### src/rtl/sym_gen_seq.sv
// sym_gen_seq: LFSR-driven symbol generator with writable table and valid/ready output.
// Optional build macro SYM_NO_REPEAT_EN rejects draws that repeat the previous index.
module sym_gen_seq #(
  parameter int SYM_W = 8,
  parameter int IDX_W = 4,
  parameter int LFSR_W = 16,
  parameter logic [LFSR_W-1:0] LFSR_TAPS = 16'hB400,
  parameter logic [LFSR_W-1:0] SEED = 16'hACE1
)(
  input  logic              ClkSymGen,
  input  logic              RstN,
  input  logic              En,
  input  logic              SeedLoad,
  input  logic [LFSR_W-1:0] SeedVal,
  input  logic              TblWe,
  input  logic [IDX_W-1:0]  TblAddr,
  input  logic [SYM_W-1:0]  TblData,
  input  logic              SymReady,
  output logic              SymValid,
  output logic [SYM_W-1:0]  NewSym,
  output logic [IDX_W-1:0]  SymIdx,
  output logic [15:0]       SymCount
);
  localparam int DEPTH = 1 << IDX_W;
  localparam logic [127:0] DEF_TBL = 128'hEDF4B3F89DE6D5DABFB6E59E89D6F1EA;

  typedef enum logic [1:0] {IDLE, DRAW, PRESENT} state_t;

  function automatic logic [SYM_W-1:0] f_init(input int i);
    logic [7:0] b;
    b = DEF_TBL[(i & 15) * 8 +: 8];
    return (SYM_W == 8 && IDX_W == 4) ? SYM_W'(b) : SYM_W'(i);
  endfunction

  state_t             r_state, w_state_nxt;
  logic [LFSR_W-1:0]  r_lfsr, w_lfsr_step, w_lfsr_nxt, w_seed;
  logic [SYM_W-1:0]   r_tbl [DEPTH];
  logic [SYM_W-1:0]   r_sym;
  logic [IDX_W-1:0]   r_idx, w_idx;
  logic [15:0]        r_count;
  logic               w_step, w_accept, w_handshake, w_reject;
`ifdef SYM_NO_REPEAT_EN
  logic [IDX_W-1:0]   r_last;
`endif

  assign SymValid = (r_state == PRESENT);
  assign NewSym   = r_sym;
  assign SymIdx   = r_idx;
  assign SymCount = r_count;

  // LFSR step, candidate index, seed substitution and repeat rejection
  always_comb begin
    w_lfsr_step = (r_lfsr >> 1) ^ (r_lfsr[0] ? LFSR_TAPS : '0);
    w_idx       = w_lfsr_step[IDX_W-1:0];
    w_seed      = (SeedVal == '0) ? SEED : SeedVal;
`ifdef SYM_NO_REPEAT_EN
    w_reject    = (w_idx == r_last) && (r_count != 16'd0);
`else
    w_reject    = 1'b0;
`endif
  end

  // Next-state and per-cycle strobes; a seed load always wins over stepping
  always_comb begin
    w_state_nxt = r_state;
    w_step      = 1'b0;
    w_accept    = 1'b0;
    w_handshake = 1'b0;
    case (r_state)
      IDLE:    w_state_nxt = En ? DRAW : IDLE;
      DRAW: begin
        if (!En) w_state_nxt = IDLE;
        else if (!SeedLoad) begin
          w_step      = 1'b1;
          w_accept    = !w_reject;
          w_state_nxt = w_reject ? DRAW : PRESENT;
        end
      end
      PRESENT: begin
        w_handshake = SymReady;
        w_state_nxt = !SymReady ? PRESENT : (En ? DRAW : IDLE);
      end
      default: w_state_nxt = IDLE;
    endcase
    w_lfsr_nxt = SeedLoad ? w_seed : (w_step ? w_lfsr_step : r_lfsr);
  end

  // State and LFSR registers
  always_ff @(posedge ClkSymGen or negedge RstN)
    if (!RstN) begin
      r_state <= IDLE;
      r_lfsr  <= SEED;
    end else begin
      r_state <= w_state_nxt;
      r_lfsr  <= w_lfsr_nxt;
    end

  // Symbol table: reset contents, writes land on the next edge so a same-cycle draw reads the old entry
  always_ff @(posedge ClkSymGen or negedge RstN)
    if (!RstN) begin
      for (int i = 0; i < DEPTH; i++) r_tbl[i] <= f_init(i);
    end else if (TblWe) begin
      r_tbl[TblAddr] <= TblData;
    end

  // Presented symbol, its index and the accepted-symbol counter
  always_ff @(posedge ClkSymGen or negedge RstN)
    if (!RstN) begin
      r_sym   <= '0;
      r_idx   <= '0;
      r_count <= '0;
`ifdef SYM_NO_REPEAT_EN
      r_last  <= '0;
`endif
    end else begin
      if (w_accept) begin
        r_sym  <= r_tbl[w_idx];
        r_idx  <= w_idx;
`ifdef SYM_NO_REPEAT_EN
        r_last <= w_idx;
`endif
      end
      if (w_handshake) r_count <= r_count + 16'd1;
    end
endmodule
### config.mk
export PLATFORM = sky130hd
export DESIGN_NAME = sym_gen_seq
export DESIGN_NICKNAME = d
export VERILOG_FILES = /design/src/rtl/sym_gen_seq.sv
export SDC_FILE = /design/constraint.sdc
export NUM_CORES = 1
export LEC_CHECK = 0
export ABC_AREA = 1
export BUFFER_PORTS_ARGS = -buffer_cell sky130_fd_sc_hd__clkbuf_2
export CAP_MARGIN = 40
export CORE_MARGIN = 2
export CORE_UTILIZATION = 55
export CTS_BUF_LIST = sky130_fd_sc_hd__clkbuf_8
export DETAILED_ROUTE_END_ITERATION = 8
export GPL_TIMING_DRIVEN = 0
export PLACE_DENSITY = 0.77
export SYNTH_ARGS = -nofsm -noshare
export SYNTH_HDL_FRONTEND = slang
export SYNTH_SLANG_ARGS = --single-unit
### constraint.sdc
create_clock -name ClkSymGen -period 1.5 [get_ports ClkSymGen]
set_input_delay 0.15 -clock ClkSymGen [delete_from_list [all_inputs] [get_ports ClkSymGen]]
set_output_delay 0.15 -clock ClkSymGen [all_outputs]
set_load 0.01 [all_outputs]
Yosys cells after proc, flatten, opt, wreduce, memory -nomap -nowiden
Index checks and enable logic that the tools add are counted.

Add/sub/neg operators: 1. Order comparisons: 3. Equal/unequal tests: 3. Muxes and demuxes: 19. Bitwise gates (word level): 3. Reductions and logical operators: 4.

Operators with widths (count): bitwise mux 128 bit (1); two-way mux 16 bit (4); binary-select mux 8 bit (select 4 bit) (1); demux 8 bit (select 4 bit) (1); two-way mux 8 bit (3); adder 16 x 1 -> 16 bit, second input constant (1); logical NOT 16 bit (1); bitwise XOR 15 x 16 -> 16 bit (1); greater-or-equal comparator 5 bit, second input constant (2); inverter 4 -> 5 bit (2); two-way mux 2 bit (3); one-hot mux 2 bit (3 select lines) (1); less-than comparator 5 x 1 -> 1 bit, second input constant (1); two-way mux 1 bit (5); inequality test 3 bit, second input constant (1); == test 2 x 1 -> 1 bit, second input constant (1); == test 2 bit, second input constant (1); logical NOT 2 bit (1); nonzero test 2 bit (1); logical AND 1 bit (1).

Bits in registers: 174. Input port bits: 34. Output and inout port bits: 29.

Logic depth before layout (Yosys ltp)
Gate-level depths: netlist of the first run.

Depth after elaboration: 6. Gate-level depth with buffers: 10.

Worst setup path before layout of the first run
OpenSTA, ideal clock, no wires.

Kind: register to register. Start point: register r_count[0] (netlist: SymCount[0]). End point: register r_count[15] (netlist: SymCount[15]). Setup time: 0.117 ns. Arrival time: 1.240 ns. Required time: 1.383 ns. Setup slack: 0.144 ns. Stages on the path, launching flop included: 8. Clock period less this slack: 1.356 ns. Path through: dfrtp_1 -> nand3_1 -> nor3_4 -> nand2_1 -> nor2_1 -> nand2_1 -> nand2_1 -> nand2_1.

Word-level cells in the longest chain between the ends: 1.

RTL lines: start, declared (RTL line 40) `logic [15:0] r_count;`; start signal, assigned (RTL line 123) `if (w_handshake) r_count <= r_count + 16'd1;`; adder 16 x 1 -> 16 bit (RTL line 123).

No other way between the ends. A chain may end at the register's enable or synchronous reset.

Worst setup path after layout of the first run
Start point: register r_lfsr[1]. End point: register r_sym[4] (netlist: NewSym[4]).

Word-level cells in the longest chain between the ends: 5.

RTL lines: start, declared (RTL line 36) `logic [LFSR_W-1:0] r_lfsr, w_lfsr_step, w_lfsr_nxt, w_seed;`; start signal, assigned (RTL line 95) `r_lfsr <= w_lfsr_nxt;`; bitwise XOR 15 x 16 -> 16 bit (RTL line 53) `w_lfsr_step = (r_lfsr >> 1) ^ (r_lfsr[0] ? LFSR_TAPS : '0);`; inverter 4 -> 5 bit (not written as such) (RTL line 117) `r_sym <= r_tbl[w_idx];`; binary-select mux 8 bit (select 4 bit) (RTL line 117); two-way mux 8 bit (not written as such) (2 in series) (RTL line 117); end signal, assigned (RTL line 117); end, declared (RTL line 38) `logic [SYM_W-1:0] r_sym;`.

No other way between the ends. The select of a mux whose other input is x is not followed.

==> results of run 1 <==
-- worst max-delay path, cell delays in order (launching register included) --
cell	delay [ps]
dfrtp_1	380
buf_6	170
buf_6	190
nand2_1	80
nand3_1	150
nand3_2	130
nand3_1	100
nand2_1	90
nand2_1	80
nand2_1	50
-- routing by layer --
metal | share of wire, % | track usage [%]
met1 | 41 | 42.8
met3 | 8.8 | 6.28
met4 | 4.3 | 14.4
met5 | 0 | 0
met2 | 45 | 46.5
-- cells by family (layout without fill, tap and decap cells) --
| group | Yosys count | in the layout | share of synthesized area, % |
|---|---|---|---|
| compound gates | 152 | 152 | 9.36 |
| buf+inv | 204 | 340 | 10.1 |
| xor+xnor | 16 | 16 | 1.64 |
| flops | 174 | 174 | 52.3 |
| simple gates | 542 | 542 | 26.4 |
| fa+ha+maj | 1 | 1 | 0.147 |
-- cell usage in the layout (no fill, tap or decap), drive strengths merged, types with 3 or more instances in the layout --
cell type and instances:
bufinv 3, a21oi 4, dfrtp 85, buf 46, clkinv 7, nor2 43, nand3 113, inv 152
dlygate4sd3 27, o21bai 3, o22ai 4, xnor2 6, nand2 376, o211ai 5, nand4 3, xor2 10
dfstp 89, o21ai 134, nor3 5, clkbuf 104
-- registers in the layout (all words and copies together), names as in the netlist --
name,cells
NewSym,8
SymCount,16
SymIdx,4
r_lfsr,16
r_state,2
r_tbl,128
-- area by class of cell --
type / instances / area share (%)
clock inverter: 13 / 1.43
multi-input combinational: 711 / 32.9
tap: 188 / 2.28
sequential: 174 / 43.2
buffer: 54 / 4.33
timing repair buffer: 104 / 7.77
inverter: 150 / 5.49
clock buffer: 19 / 2.53
-- timing repair --
item                                    4_1_cts  5_1_grt
pin swaps                                     1       12
setup buffers                                 2        9
hold endpoints to repair                     96        0
endpoints found under the setup margin       22       49
hold buffers                                 27        0
gates cloned                                  0        2
gates resized for setup                      38       76
-- synth_stat cells --
cell type / n / area share [%]
o211ai_1: 5 / 0.44
ha_1: 1 / 0.15
a31oi_1: 1 / 0.073
or2_2: 1 / 0.073
xnor2_1: 6 / 0.62
clkbuf_1: 20 / 0.88
buf_6: 9 / 1.2
nor3_2: 2 / 0.23
o22ai_1: 4 / 0.29
inv_2: 2 / 0.088
nand2_1: 376 / 17
nor2_4: 2 / 0.26
nor2_2: 1 / 0.073
buf_1: 1 / 0.044
a21oi_1: 4 / 0.23
o21ai_2: 2 / 0.21
buf_2: 24 / 1.4
o21ai_1: 6 / 0.35
o21ai_0: 126 / 7.4
dfrtp_1: 85 / 25
nor2_1: 40 / 1.8
xor2_1: 10 / 1.0
nand3b_1: 1 / 0.088
nor3_4: 2 / 0.38
nand3_2: 1 / 0.12
dfstp_2: 89 / 27
clkinv_1: 1 / 0.044
o21bai_1: 3 / 0.26
inv_1: 147 / 6.5
o221ai_1: 1 / 0.10
nand4_1: 3 / 0.22
nand3_1: 112 / 6.6
nor3_1: 1 / 0.059
-- how the worst min path moves through the flow --
stage | endpoint | start
6_report | SymCount[1]$_DFFE_PN0P_ | SymReady
5_1_grt | SymCount[1]$_DFFE_PN0P_ | SymReady
2_1_floorplan | NewSym[0]$_DFFE_PN0P_ | RstN
3_3_place_gp | r_state[1]$_DFFE_PN0P_ | SymReady
3_5_place_dp | r_tbl[78]$_DFFE_PN0P_ | RstN
4_1_cts | SymCount[0]$_DFFE_PN0P_ | SymReady
-- power by group --
| group | switching, mW | internal (mW) | total [mW] |
|---|---|---|---|
| logic | 2.10 | 1.30 | 3.41 |
| clock network | 1.71 | 1.72 | 3.43 |
| registers | 0.520 | 5.99 | 6.51 |
| total | 4.34 | 9.01 | 13.3 |
-- per-stage QoR --
stage               utilization (%)  TNS [ps]  hold slack [ps]
finish                         67.9     -19.7             60.6
global route                   67.9      -362             79.7
CTS                            65.3     -7.36             46.9
detailed placement             60.1     -2820              143
global placement               59.7   -380920              405
floorplan                         -         0             -146
==> impl_results.md, run 1 <==
- CP Capture Point: NewSym[4]$_DFFE_PN0P_
- Core ar.: 15,200 um^2
- Syn nets: around 1,100
- Seq/Total Area, Yosys: a little over half
- R2r setup slk: -20 ps
- Initial antenna violation count: 0
- Reg-to-reg endpoint: NewSym[4]$_DFFE_PN0P_
- Fin nets: 1,247
- Max clock buf depth: 2
- Via count: 7,848
- Setup ws final: -19.7 ps
- Max Fclk: 658 MHz
- Final GP Congestion: between 0.9 and 1
- Ratio of cells with drive above 1 in the final layout: between 20% and 30%
- Power Total: between 10 and 15 mW
- Area occupied by multi-input gates: 3400 um^2
- TritonCTS clock tree: done
- Die X: around 130 um
- Worst vdd ir: around 0.76 mV
- Netlist cell types: 33
- Area Overhead vs Synth: 21.1%
- GRT Total Usage: about 31%
- First-pass GRT wire length: between 30,000 and 40,000 um
- Clock-pin slew on the worst setup and hold paths: about 90 ps
- Crit path max fanout: 10
- Final HPWL DP: ~17,000 um
- Clk Latency, worst-skew pair: around 480 ps
- First-pass DRT Iterations: 5
- Via density: about 5.6
- Die H: about 130 um
- Skew final: roughly 14 ps
- HP Class: primary input to flip-flop
- FF/Latch Area: approximately 4500 um^2
- Die area: around 17,000 um^2
- Largest net degree at the start of global routing: 63
- Vias in the first global route: 7,247
- Final hold viol count: 0
- TritonCTS Sinks: approximately 170
- Max_cap viols: 0
- Syn Inst Count: roughly 1,100
- Cell Area, Placed: 9140 um^2
- P per Cell Area: approximately 1300 nW/um^2
- Fin area: 10,300 um^2
- Post-synthesis cell area: roughly 8500 um^2
- Grt total ovfl: 0
- Worst Reg-to-Reg Cells: 9
- Non-filler cells, final: around 1,400
- Starting density of the core: a little under three fifths
- Failing checks: setup timing
- Crit. End Element: flip-flop
- DRT Wirelength: between 20,000 and 25,000 um
- Drt drc: 0
- FP Rows: 45
- Pre-CTS WS: -267 ps
- Status: finished, violations left
- Crit. Startpoint: r_lfsr[1]$_DFFE_PN0P_
- Root Buffer Master: clkbuf_8
- RSZ-0062 raised after global routing: yes
- Hold Path Stages: 4
- Iteration-0 DRC Markers: between 900 and 1,000
- Worst setup SP type: flip-flop
- Slew Viols, Final: 0
- CTS buffer count: 17
- Fillers: about 1,200
- Register bit count reported by yosys: ~170
- Leak Pwr: just over 5 nW
- Placed Instances: ~1,300
- Slew @ Worst Pin: ~700 ps
- IO Pins: 63
- Syn_area_per_cell: between 7 and 8 um^2
- # diodes: 0
- Final Setup Violations: 1
- # port buffers: a little over 60
- Wire per inst: around 17 um
- Max H-tree Level: 4
- Routed Antenna Nets: 0
- Critical path type: flip-flop to flip-flop
- Critical Path RT: approximately 1900 ps
- Fin crit share: 101%
- Final Critical Period: 1520 ps
- Worst EP arrival: roughly 1900 ps
- Synth warn: 0
- RR Startpoint: r_lfsr[1]$_DFFE_PN0P_
- Max-slew headroom at the worst pin: 53.0%
Note: power is estimated with default switching activity, not from simulation.
==> run 2, diff against run 1 <==
--- a/config.mk
+++ b/config.mk
@@ -14,6 +14,7 @@
 export DETAILED_ROUTE_END_ITERATION = 8
 export GPL_TIMING_DRIVEN = 0
 export PLACE_DENSITY = 0.77
+export SKIP_LAST_GASP = 1
 export SYNTH_ARGS = -nofsm -noshare
 export SYNTH_HDL_FRONTEND = slang
 export SYNTH_SLANG_ARGS = --single-unit
==> impl_results.md, run 2 (synthesized netlist as in run 1, its figures left out) <==
- DRT Wirelength: 24,500 um (-0.73%)
- # diodes: 0 (unchanged)
- Non-filler cells, final: 1,413 (unchanged)
- Clock share of power: 25.8% (about the same)
- Routed Antenna Nets: 0 (unchanged)
- Comb pwr share: 25.2% (-0.3 points)
- Critical Path RT: 1870 ps (about the same)
- Max_cap viols: 0 (unchanged)
- Worst setup SP type: flip-flop
- Setup TNS: -71.3 ps (-51.6 ps)
- Final Setup Violations: 5 (+4)
- Fin crit share: 103% (+1.6 points)
- Final Critical Period: 1540 ps (+24.4 ps)
- Via count: 7,815 (-0.42%)
- Max reg flops: 128 (unchanged)
- Grt total ovfl: 0 (unchanged)
- Root Buffer Master: clkbuf_8
- TritonCTS clock tree: done
- FP Rows: 45 (unchanged)
- Core ar.: 15,200 um^2 (unchanged)
- Iteration-0 DRC Markers: 965 (+2.2%)
- GRT Total Usage: 30.7% (about the same)
- Leak Pwr: 5.12 nW (-0.40%)
- First-pass GRT wire length: 38,400 um (about the same)
- Worst vdd ir: 0.767 mV (+0.74%)
- Wire per inst: 17.3 um (-0.73%)
- First-pass DRT Iterations: 7 (+2)
- Top reg by flops: r_tbl
- Crit path max fanout: 10 (unchanged)
- Hold_ws: 58.0 ps (-2.60 ps)
- CTS buffer count: 17 (unchanged)
- Most frequent cells in the layout: 370 x nand2_1, 146 x inv_1, 126 x o21ai_0
- Crit. End Element: flip-flop
- Max Fclk: 648 MHz (-1.6%)
- Setup ws final: -44.0 ps (-24.4 ps)
- Vias in the first global route: 7,246 (-0.014%)
- IO Pins: 63 (unchanged)
- Commonest non-fill, non-tap cell in the layout: nand2_1
- Area occupied by multi-input gates: 3330 um^2 (-2.0%)
- Die X: 129 um (unchanged)
- Int Pwr: 8.99 mW (-0.21%)
- Fillers: 1,243 (+1.2%)
- Skew final: 13.8 ps (-0.339 ps)
- Ratio of cells with drive above 1 in the final layout: 23.0% (-1.3 points)
- Cell Area, Placed: 9140 um^2 (unchanged)
- Max clock buf depth: 2 (unchanged)
- Slew Viols, Final: 0 (unchanged)
- R2r setup slk: -40 ps (-20 ps)
- Fin area: 10,300 um^2 (-0.67%)
- Die H: 129 um (unchanged)
- RSZ-0062 raised after global routing: yes
- Failing checks: setup timing
- Die area: 16,500 um^2 (unchanged)
- Largest net degree at the start of global routing: 63 (unchanged)
- HP Class: primary input to flip-flop
- Via density: 5.53 (-0.42%)
- Max-slew headroom at the worst pin: 52.8% (-0.20 points)
- Max H-tree Level: 4 (unchanged)
- FF/Latch Area: 4470 um^2 (unchanged)
- NetSw: 4.29 mW (-1.1%)
- Drt drc: 0 (unchanged)
- Worst EP arrival: 1920 ps (+30 ps)
- P per Cell Area: 1290 nW/um^2 (+0.17%)
- Flop pwr share: 49.0% (+0.2 points)
- Starting density of the core: 56.1% (unchanged)
- Net switching share of the total power: 32.3% (-0.20 points)
- Clk Latency, worst-skew pair: 480 ps (about the same)
- Power Total: 13.3 mW (-0.49%)
- Status: finished, violations left
- Final GP Congestion: 0.965 (unchanged)
- Final HPWL DP: 16,800 um (unchanged)
- Placed Instances: 1,341 (unchanged)
- TritonCTS Sinks: 174 (unchanged)
- # port buffers: 62 (unchanged)
- Area Overhead vs Synth: 20.3%
- Critical path type: flip-flop to flip-flop
- Slew @ Worst Pin: 708 ps (+2.95 ps)
- Final hold viol count: 0 (unchanged)
- Fin nets: 1,247 (unchanged)
- Initial antenna violation count: 0 (unchanged)
- Clock-pin slew on the worst setup and hold paths: 90 ps (about the same)
[run 2: cell types whose count changed in the layout (fill, tap and decap cells not counted), sizes merged]
cell / delta
buf: +3
clkbuf: -3
[run 2: critical path, cell delays in order (launching register included)]
cell and delay (ps):
dfrtp_1 380, buf_6 170, buf_6 190, nand2_1 80, nand3_1 140, nand3_1 180
nand3_1 130, nand2_1 60, nand2_1 50, nand2_1 40
[run 2: final cells by class]
type,instances,share of cell area [%]
tap,188,2.29
sequential,174,43.5
multi-input combinational,711,32.5
inverter,150,5.53
clock inverter,13,1.44
timing repair buffer,104,7.82
clock buffer,19,2.55
buffer,54,4.34
[run 2: final timing paths]
kind                                         from                      end  cells after the start
min in group asynchronous                    RstN    r_tbl[75]$_DFFE_PN0P_                      2
max in group asynchronous                    RstN   r_lfsr[15]$_DFFE_PN1P_                      4
setup reg to reg            r_lfsr[1]$_DFFE_PN0P_    NewSym[2]$_DFFE_PN0P_                      9
hold reg to reg            r_lfsr[10]$_DFFE_PN1P_   r_lfsr[10]$_DFFE_PN1P_                      2
hold / removal                           SymReady  SymCount[1]$_DFFE_PN0P_                      4
setup / recovery            r_lfsr[1]$_DFFE_PN0P_    NewSym[2]$_DFFE_PN0P_                      9
[run 2: timing repair]
action,CTS,global route
endpoints found under the hold margin,96,0
hold buffers,27,0
pin swaps,1,8
resized for setup,37,63
gates cloned,0,2
setup endpoints to repair,22,49
setup buffers,2,9
[run 2: layer usage]
layer  GRT usage (%)  wire length, um
met5               0                0
met4            14.3              993
met3            6.28             2390
met2            46.5            11200
met1            42.9             9970
[run 2: power by group through the flow]
stage                     logic, mW  clock network [mW]  registers, mW
final                          3.34                3.43           6.50
after global routing           3.75                3.64           6.62
after CTS                      3.08                3.44           6.48
after detailed placement       2.93                   0           6.56
after global placement         2.84                   0           6.52
after floorplan                1.85                   0           6.51
[run 2: through the flow]
| stage | util [%] | setup WS, ps |
|---|---|---|
| finish | 67.5 | -44.0 |
| global route | 67.5 | -94.8 |
| CTS | 65.3 | -7.36 |
| detailed placement | 60.1 | -267 |
| global placement | 59.7 | -2770 |
| floorplan | - | 144 |
